`src/rtl/mem_access_unit.sv`:
```
// MEM-stage load/store unit: 1-cycle loads and SW, 2-cycle registered RMW for SB/SH.
// Backpressure: stall is raised during the read half of a sub-word store.
module mem_access_unit #(
  parameter int CNT_W  = 16,
  parameter int ADDR_W = 32
) (
  input  logic              clk,
  input  logic              rst,
  input  logic              req_valid,
  input  logic              req_we,
  input  logic [2:0]        funct3,
  input  logic [ADDR_W-1:0] addr,
  input  logic [31:0]       store_data,
  input  logic [31:0]       mem_rd,
  output logic [ADDR_W-1:0] mem_addr,
  output logic [31:0]       mem_wd,
  output logic              mem_we,
  output logic              stall,
  output logic [31:0]       load_data,
  output logic              load_valid,
  output logic              misaligned,
  output logic              illegal,
  output logic [CNT_W-1:0]  load_cnt,
  output logic [CNT_W-1:0]  store_cnt
);

  localparam logic [0:0] S_IDLE  = 1'b0;
  localparam logic [0:0] S_WRITE = 1'b1;

  logic [0:0]        state;
  logic [31:0]       merge_q;
  logic [ADDR_W-1:0] addr_q;

  logic        in_write;
  logic        req_ok;
  logic        is_word;
  logic        word_store;
  logic [31:0] byte_sh;
  logic [31:0] half_sh;
  logic [31:0] lane_mask;
  logic [31:0] lane_data;
  logic [31:0] merged;

  assign in_write = (state == S_WRITE);
  assign is_word  = (funct3 == 3'b010);

  always_comb begin
    misaligned = 1'b0;
    illegal    = 1'b0;
    if (req_valid) begin
      misaligned = ((funct3 == 3'b001 || funct3 == 3'b101) && addr[0]) ||
                   (is_word && (addr[1:0] != 2'b00));
      if (req_we)
        illegal = funct3[2] || (funct3 == 3'b011);
      else
        illegal = (funct3 == 3'b011) || (funct3 == 3'b110) || (funct3 == 3'b111);
    end
  end

  assign req_ok     = !rst && !in_write && req_valid && !misaligned && !illegal;
  assign word_store = req_ok && req_we && is_word;
  assign stall      = req_ok && req_we && !is_word;
  assign load_valid = req_ok && !req_we;

  assign mem_addr = in_write ? addr_q : addr;
  assign mem_we   = (in_write && !rst) || word_store;
  assign mem_wd   = in_write ? merge_q : (word_store ? store_data : 32'h0);

  // Little-endian lane extraction; half offsets come from addr[1] only.
  always_comb begin
    byte_sh   = mem_rd >> {addr[1:0], 3'b000};
    half_sh   = mem_rd >> {addr[1], 4'b0000};
    load_data = 32'h0;
    if (load_valid) begin
      case (funct3[1:0])
        2'b00:   load_data = funct3[2] ? {24'h0, byte_sh[7:0]}
                                       : {{24{byte_sh[7]}}, byte_sh[7:0]};
        2'b01:   load_data = funct3[2] ? {16'h0, half_sh[15:0]}
                                       : {{16{half_sh[15]}}, half_sh[15:0]};
        default: load_data = mem_rd;
      endcase
    end
  end

  always_comb begin
    if (funct3[1:0] == 2'b00) begin
      lane_mask = 32'h0000_00FF << {addr[1:0], 3'b000};
      lane_data = {4{store_data[7:0]}};
    end else begin
      lane_mask = 32'h0000_FFFF << {addr[1], 4'b0000};
      lane_data = {2{store_data[15:0]}};
    end
    merged = (mem_rd & ~lane_mask) | (lane_data & lane_mask);
  end

  always_ff @(posedge clk or posedge rst) begin
    if (rst) begin
      state   <= S_IDLE;
      merge_q <= 32'h0;
      addr_q  <= '0;
    end else if (in_write) begin
      state <= S_IDLE;
    end else if (stall) begin
      state   <= S_WRITE;
      merge_q <= merged;
      addr_q  <= addr;
    end
  end

  // Every commit to memory is a completed store, so mem_we drives store_cnt.
  always_ff @(posedge clk or posedge rst) begin
    if (rst) begin
      load_cnt  <= '0;
      store_cnt <= '0;
    end else begin
      if (load_valid && (load_cnt != '1))
        load_cnt <= load_cnt + {{(CNT_W-1){1'b0}}, 1'b1};
      if (mem_we && (store_cnt != '1))
        store_cnt <= store_cnt + {{(CNT_W-1){1'b0}}, 1'b1};
    end
  end

endmodule
```
`config.mk`:
```
export PLATFORM = sky130hd
export DESIGN_NAME = mem_access_unit
export DESIGN_NICKNAME = d
export VERILOG_FILES = /design/src/rtl/mem_access_unit.sv
export SDC_FILE = /design/constraint.sdc
export NUM_CORES = 1
export LEC_CHECK = 0
export BUFFER_PORTS_ARGS = -buffer_cell sky130_fd_sc_hd__buf_2
export CAP_MARGIN = 20
export CELL_PAD_IN_SITES_DETAIL_PLACEMENT = 0
export CELL_PAD_IN_SITES_GLOBAL_PLACEMENT = 1
export CORE_MARGIN = 8
export CORE_UTILIZATION = 35
export DETAILED_ROUTE_END_ITERATION = 8
export MAX_ROUTING_LAYER = met4
export PLACE_DENSITY_LB_ADDON = 0.2
export SYNTH_ARGS = -nofsm -noshare
export SYNTH_HDL_FRONTEND = slang
export SYNTH_SLANG_ARGS = --single-unit
```
`constraint.sdc`:
```
create_clock -name clk -period 7.7 [get_ports clk]
set_clock_uncertainty 0.2 [all_clocks]
set_input_delay 1.54 -clock clk [delete_from_list [all_inputs] [get_ports clk]]
set_output_delay 1.54 -clock clk [all_outputs]
set_load 0.1 [all_outputs]
```
==> reports/results.txt, run 1 <==
measured slew at the worst slew-check pin - 0.962 ns
die height - 145 µm
worst hold-check path type - flip-flop to flip-flop
final antenna-violating net count - 0
pin count of the biggest net entering global routing - 82
CTS tree - yes
number of nets at the end of the flow - 976
detailed-routing iteration count for the pre-antenna-repair pass - 5
routed via count - 5622
arrival time of data at the critical path endpoint - 3.93 ns
leading cell types by total area after synthesis - sky130_fd_sc_hd__dfrtp_1 (41%), sky130_fd_sc_hd__nand2_1 (13%), sky130_fd_sc_hd__mux2_2 (8.5%), sky130_fd_sc_hd__a22o_1 (4.8%), sky130_fd_sc_hd__mux2i_1 (4.1%)
average wire per standard cell - 18.5 µm
Final HPWL DP - 15600 µm
weighted congestion at the end of routability-driven global placement - 0.914
total grt overflow - 0
area growth from synthesis to final layout - 27.6%
total wirelength of the detailed-routed design - 20300 µm
setup-violating endpoint count in the final report - 0
required time at the endpoint of the critical path - 5.96 ns
Slew HR - 35.7%
total clock buffers created by CTS - 9
Avg Vias per Cell - 5.13
end point of the worst hold path - addr_q[28]$_DFFE_PP0P_
R2R Setup Slk - 4.65 ns
Setup Fix Bufs, Post-CTS - 0
synthesized area per cell - 8.78 µm²
count of max-cap constraint violations - 0
Post-synth EDFFs - 0
deepest clock path buffer count - 2
count of port buffers added during placement - 235
clk slew on worst S/H paths - 0.07 ns
launching point of the worst reg2reg path - in_write$_DFF_PP0_
final period demand of the worst path - 5.67 ns
Hold Vio Cnt, Final - 0
type of destination of the critical path - output pin
element type at the critical path start - primary input
antenna violations before repair - 0
Die X-Extent - 145 µm
Synth area leader - sky130_fd_sc_hd__dfrtp_1
number of flip-flops and latches in the synthesized netlist - 97
worst-skew pair later-pin latency - 0.34 ns
share of flip-flops with an asynchronous set or reset - 100%
RR Endpoint - merge_q[30]$_DFFE_PP0P_
count of cells along the worst register-to-register path - 7
post-cts hold buffer count - 0
Hold Path Cell Cnt - 2
floorplan core area - 16500 µm²
netlist area before placement - 5860 µm²
number of levels the H-tree was split into - 3
Seq/Total Area, Yosys - 41.4%
yosys synthesis warning count - 0
prevailing post-synth register cell - sky130_fd_sc_hd__dfrtp_1
run status - complete, no violations
Total Neg Setup Slack - 0 ns
starting density of the core - 35.6%
number of placement rows - 47
Hold Worst Slack - 0.274 ns
# clock sinks - 97
worst setup path category - primary input to output pin
power per cell area - 220 nW/µm²
share of cells above drive strength 1 - 36.9%
final slew viol count - 0
remaining routing DRC violations - 0
unrepaired setup endpoints after global routing - false
final worst path period share - 73.6%
io pins - 236
share of the synthesized area in the top cell type - 41.4%
leakage power summed over all cells - 3.98 nW
HP Start - addr_q[28]$_DFFE_PP0P_
Peak Freq - 176 MHz
global-route wire length before repair - 32000 µm
n_diodes - 0
iteration-0 DRC count of the detailed router - 332
IR Drop Worst-Case VDD - 0.000225 V
Cell variety after synth - 48
vias in the first global route - 5779
total die area - 21100 µm²
number of gates resized after CTS - 0
number of inserted filler cells in the final layout - 1685
clock root buffer - sky130_fd_sc_hd__clkbuf_16
overall track demand over capacity in global routing - 19.4%
maximum fanout encountered on the critical timing path - 44
syn nets - 772
synthesized netlist cell count - 667
## state kept, by name, summed over array words and instances (netlist names)
register and flops:
load_cnt 16, in_write 1, store_cnt 16, addr_q 32, merge_q 32
## where the power goes
group          leakage, nW  total, mW  internal [mW]  switching (mW)
combinational         2.58      0.509          0.120           0.389
clock                0.143      0.453          0.253           0.200
sequential            1.26      0.680          0.608          0.0711
total                 3.98       1.64          0.982           0.660
## final cells by class
class	count	area (µm²)	share of cell area, %
Timing Repair Buffer	240	1230	16.5
Clock buffer	10	229	3.06
Clock inverter	6	65.1	0.870
Inverter	17	67.6	0.904
Multi-Input combinational cell	506	3180	42.5
Sequential cell	97	2430	32.5
Tap cell	220	275	3.68
## per-layer routing
| metal | up-vias | part of all wire [%] | GRT usage (%) |
|---|---|---|---|
| met5 | - | 0 | - |
| met4 | 0 | 2.1 | 7.13 |
| met3 | 26 | 5.6 | 3.67 |
| met2 | 198 | 48 | 30.8 |
| met1 | 2664 | 45 | 24.3 |
| li1 | 2734 | - | - |
## worst max path at each step
stage / startpoint / endpoint / depth (start not counted)
floorplan: rst / load_data[10] / 5
global placement: funct3[1] / load_data[9] / 6
detailed placement: funct3[1] / load_data[8] / 6
CTS: funct3[1] / load_data[8] / 6
global route: funct3[1] / load_data[9] / 6
finish: funct3[1] / load_data[9] / 6
## Yosys cell counts, types with 2 or more instances
cell and n:
sky130_fd_sc_hd__nand3_1 12, sky130_fd_sc_hd__xor2_1 15, sky130_fd_sc_hd__buf_6 5, sky130_fd_sc_hd__buf_1 6, sky130_fd_sc_hd__buf_2 9, sky130_fd_sc_hd__a21oi_1 18, sky130_fd_sc_hd__nor2_2 2, sky130_fd_sc_hd__buf_4 2
sky130_fd_sc_hd__nor2_1 20, sky130_fd_sc_hd__nor4_1 9, sky130_fd_sc_hd__a221oi_1 8, sky130_fd_sc_hd__a22o_1 32, sky130_fd_sc_hd__o21ai_0 27, sky130_fd_sc_hd__mux2i_1 24, sky130_fd_sc_hd__xnor2_1 11, sky130_fd_sc_hd__ha_1 2
sky130_fd_sc_hd__inv_1 15, sky130_fd_sc_hd__a222oi_1 7, sky130_fd_sc_hd__dfrtp_1 97, sky130_fd_sc_hd__nand2b_1 3, sky130_fd_sc_hd__inv_2 2, sky130_fd_sc_hd__o211ai_1 16, sky130_fd_sc_hd__nor4_2 2, sky130_fd_sc_hd__and4_1 3
sky130_fd_sc_hd__nand4_1 9, sky130_fd_sc_hd__nand2_1 209, sky130_fd_sc_hd__clkbuf_1 24, sky130_fd_sc_hd__nor3_1 9, sky130_fd_sc_hd__and2_1 3, sky130_fd_sc_hd__nor2b_1 3, sky130_fd_sc_hd__mux2_2 44, sky130_fd_sc_hd__and3_1 3
## logic make-up after synthesis
logic type	Yosys count	share of synthesized area, %
XOR/XNOR	27	4.16
adder cells (fa/ha/maj)	2	0.427
AO/OA/AOI/OAI	116	14.5
buffers and inverters	64	5.08
AND/OR/NAND/NOR	293	21.9
flip-flops	97	41.4
multiplexers	68	12.6
## cell usage in the layout (no fill, tap or decap), drive strengths merged, types with 9 or more instances in the layout
cell type	count
nor4	11
mux2	44
buf	240
nand2	209
inv	18
xor2	15
a22o	32
nand3	12
mux2i	24
nand4	9
a21oi	18
o21ai	28
nor3	9
xnor2	12
clkbuf	10
o211ai	16
dfrtp	97
nor2	23
## critical path, cell delays in order
cell                       delay [ns]
sky130_fd_sc_hd__buf_2           0.65
sky130_fd_sc_hd__nand3b_2        0.27
sky130_fd_sc_hd__o41ai_4         0.12
sky130_fd_sc_hd__or3_4           0.58
sky130_fd_sc_hd__a221oi_1        0.27
sky130_fd_sc_hd__buf_2           0.48
## stage by stage
step	cells	setup slack (ns)	utilization, %	area, µm²	total power [mW]
6_report	1096	2.03	45.4	7480	1.64
3_3_place_gp	1079	2.13	43.5	7160	1.19
4_1_cts	1095	2.04	45.2	7450	1.66
5_1_grt	1096	1.88	45.4	7480	1.73
2_1_floorplan	667	0.248	-	5900	1.08
3_5_place_dp	1079	2.04	43.5	7160	1.20
Power figures use the tool's default switching activity.
==> inputs of run 2 (changes only) <==
--- a/config.mk
+++ b/config.mk
@@ -10,7 +10,7 @@
 export CELL_PAD_IN_SITES_DETAIL_PLACEMENT = 0
 export CELL_PAD_IN_SITES_GLOBAL_PLACEMENT = 1
 export CORE_MARGIN = 8
-export CORE_UTILIZATION = 35
+export CORE_UTILIZATION = 32
 export DETAILED_ROUTE_END_ITERATION = 8
 export MAX_ROUTING_LAYER = met4
 export PLACE_DENSITY_LB_ADDON = 0.2
==> constraint.sdc (replaced) <==
create_clock -name clk -period 4.7 [get_ports clk]
set_clock_uncertainty 0.2 [all_clocks]
set_input_delay 0.94 -clock clk [delete_from_list [all_inputs] [get_ports clk]]
set_output_delay 0.94 -clock clk [all_outputs]
set_load 0.1 [all_outputs]
==> reports/results.txt, run 2 (synthesis results as in run 1) <==
type of destination of the critical path - output pin
detailed-routing iteration count for the pre-antenna-repair pass - 6
commonest cells after routing, fill and taps aside - sky130_fd_sc_hd__buf_2 (225), sky130_fd_sc_hd__nand2_1 (209), sky130_fd_sc_hd__dfrtp_1 (96)
number of nets at the end of the flow - 981
count of port buffers added during placement - 235
Peak Freq - 239 MHz
master of the slowest instance on the critical path - sky130_fd_sc_hd__or3_4
arrival time of data at the critical path endpoint - 3.05 ns
final antenna-violating net count - 0
Hold Vio Cnt, Final - 0
crit-path cells - buf_2 > inv_2 > o41ai_4 > or3_4 > clkinvlp_4 > buf_2
number of gates resized after CTS - 0
io pins - 236
setup slack of the critical path after layout - 0.513 ns
total grt overflow - 0
vias in the first global route - 5955
global-route wire length before repair - 33400 µm
Slew HR - 31.6%
clock group share of total power - 26.8%
Final HPWL DP - 16300 µm
average wire per standard cell - 19.2 µm
iteration-0 DRC count of the detailed router - 476
routed via count - 5676
Hold Worst Slack - 0.272 ns
worst hold-check path type - flip-flop to flip-flop
starting density of the core - 32.6%
remaining routing DRC violations - 0
post-route design area - 8000 µm²
number of placement rows - 49
measured slew at the worst slew-check pin - 1.02 ns
Setup WS pre-CTS - 0.495 ns
clk slew on worst S/H paths - 0.07 ns
area post-placement - 7680 µm²
deepest clock path buffer count - 2
clock root buffer - sky130_fd_sc_hd__clkbuf_16
antenna violations before repair - 0
setup-violating endpoint count in the final report - 0
most frequent cell on the critical path - sky130_fd_sc_hd__buf_2
overall track demand over capacity in global routing - 19.2%
total die area - 22900 µm²
switching power - 1.11 mW
most common cell after layout, fill and taps aside - sky130_fd_sc_hd__buf_2
CTS tree - yes
leakage power summed over all cells - 4.05 nW
Avg Vias per Cell - 5.11
Die X-Extent - 151 µm
internal power - 1.60 mW
total clock buffers created by CTS - 9
maximum fanout encountered on the critical timing path - 38
unrepaired setup endpoints after global routing - false
total wirelength of the detailed-routed design - 21300 µm
area growth from synthesis to final layout - 36.6%
Largest regs - addr_q: 32 flops, merge_q: 32 flops
weighted congestion at the end of routability-driven global placement - 0.872
relative contribution of combinational cells to total power - 32.1%
worst-skew pair later-pin latency - 0.34 ns
die height - 151 µm
run status - complete, no violations
floorplan core area - 18000 µm²
fraction of power consumed by sequential logic - 41.0%
post-cts hold buffer count - 0
final period demand of the worst path - 4.19 ns
n_diodes - 0
Setup Fix Bufs, Post-CTS - 0
crit-path max cell delay - 0.78 ns
final worst path period share - 89.1%
# clock sinks - 97
required time at the endpoint of the critical path - 3.56 ns
buffers and inverters on the worst path - 4
power per cell area - 338 nW/µm²
pin count of the biggest net entering global routing - 81
final design utilization - 44.5%
IR Drop Worst-Case VDD - 0.000358 V
count of max-cap constraint violations - 0
final slew viol count - 0
Worst path top cell family by delay - buffers and inverters
worst setup path category - primary input to output pin
switch share - 40.8%
number of levels the H-tree was split into - 3
share of cells above drive strength 1 - 44.2%
element type at the critical path start - primary input
[run 2: cell types whose count changed in the layout (fill, tap and decap cells not counted), sizes merged]
cell / delta
inv: -3
clkinvlp: +2
clkbuf: +2
bufinv: -1
buf: +5
[run 2: area by class of cell]
type	count	area (µm²)
clock buffer	12	256
clock inverter	4	36.3
fill	1803	9960
inverter	17	75.1
multi-input combinational	506	3500
sequential	97	2430
tap	229	287
timing repair buffer	245	1420
[run 2: per-stage QoR]
stage	total power [mW]	TNS, ns	std cells
floorplan	1.79	-4.88	667
global placement	1.98	0	1093
detailed placement	2.00	0	1093
CTS	2.74	0	1109
global route	2.86	0	1110
finish	2.71	0	1110
[run 2: tightest hold or removal path: cells and delay by family, from the launching register on]
family,cells,cell delay (ns)
flip-flops,1,0.34
AND/OR/NAND/NOR,2,0.10
[run 2: worst paths after layout]
path                                   startpoint                  endpoint  cells after the start  slack [ns]
hold reg to reg            addr_q[24]$_DFFE_PP0P_    addr_q[24]$_DFFE_PP0P_                      2        0.27
min in group asynchronous                     rst  load_cnt[15]$_DFFE_PP0P_                      2        0.41
setup reg to reg               in_write$_DFF_PP0_     addr_q[0]$_DFFE_PP0P_                      7        2.01
hold / removal             addr_q[24]$_DFFE_PP0P_    addr_q[24]$_DFFE_PP0P_                      2        0.27
setup / recovery                        funct3[1]                load_valid                      6        0.51
max in group asynchronous                     rst    merge_q[3]$_DFFE_PP0P_                      4        2.90
[run 2: power by group through the flow]
stage / clock (mW) / sequential (mW) / combinational, mW
after floorplan: 0 / 1.27 / 0.519
after global placement: 0 / 1.12 / 0.860
after detailed placement: 0 / 1.13 / 0.876
after CTS: 0.749 / 1.11 / 0.878
after global routing: 0.786 / 1.13 / 0.940
final: 0.726 / 1.11 / 0.870
[run 2: metal layers]
metal | GRT usage (%) | part of all wire [%] | up-vias
met1 | 23.3 | 42 | 2723
met2 | 32.3 | 50 | 195
li1 | - | - | 2736
met3 | 3.26 | 6.7 | 22
met5 | - | 0 | -
met4 | 5.05 | 1.6 | 0
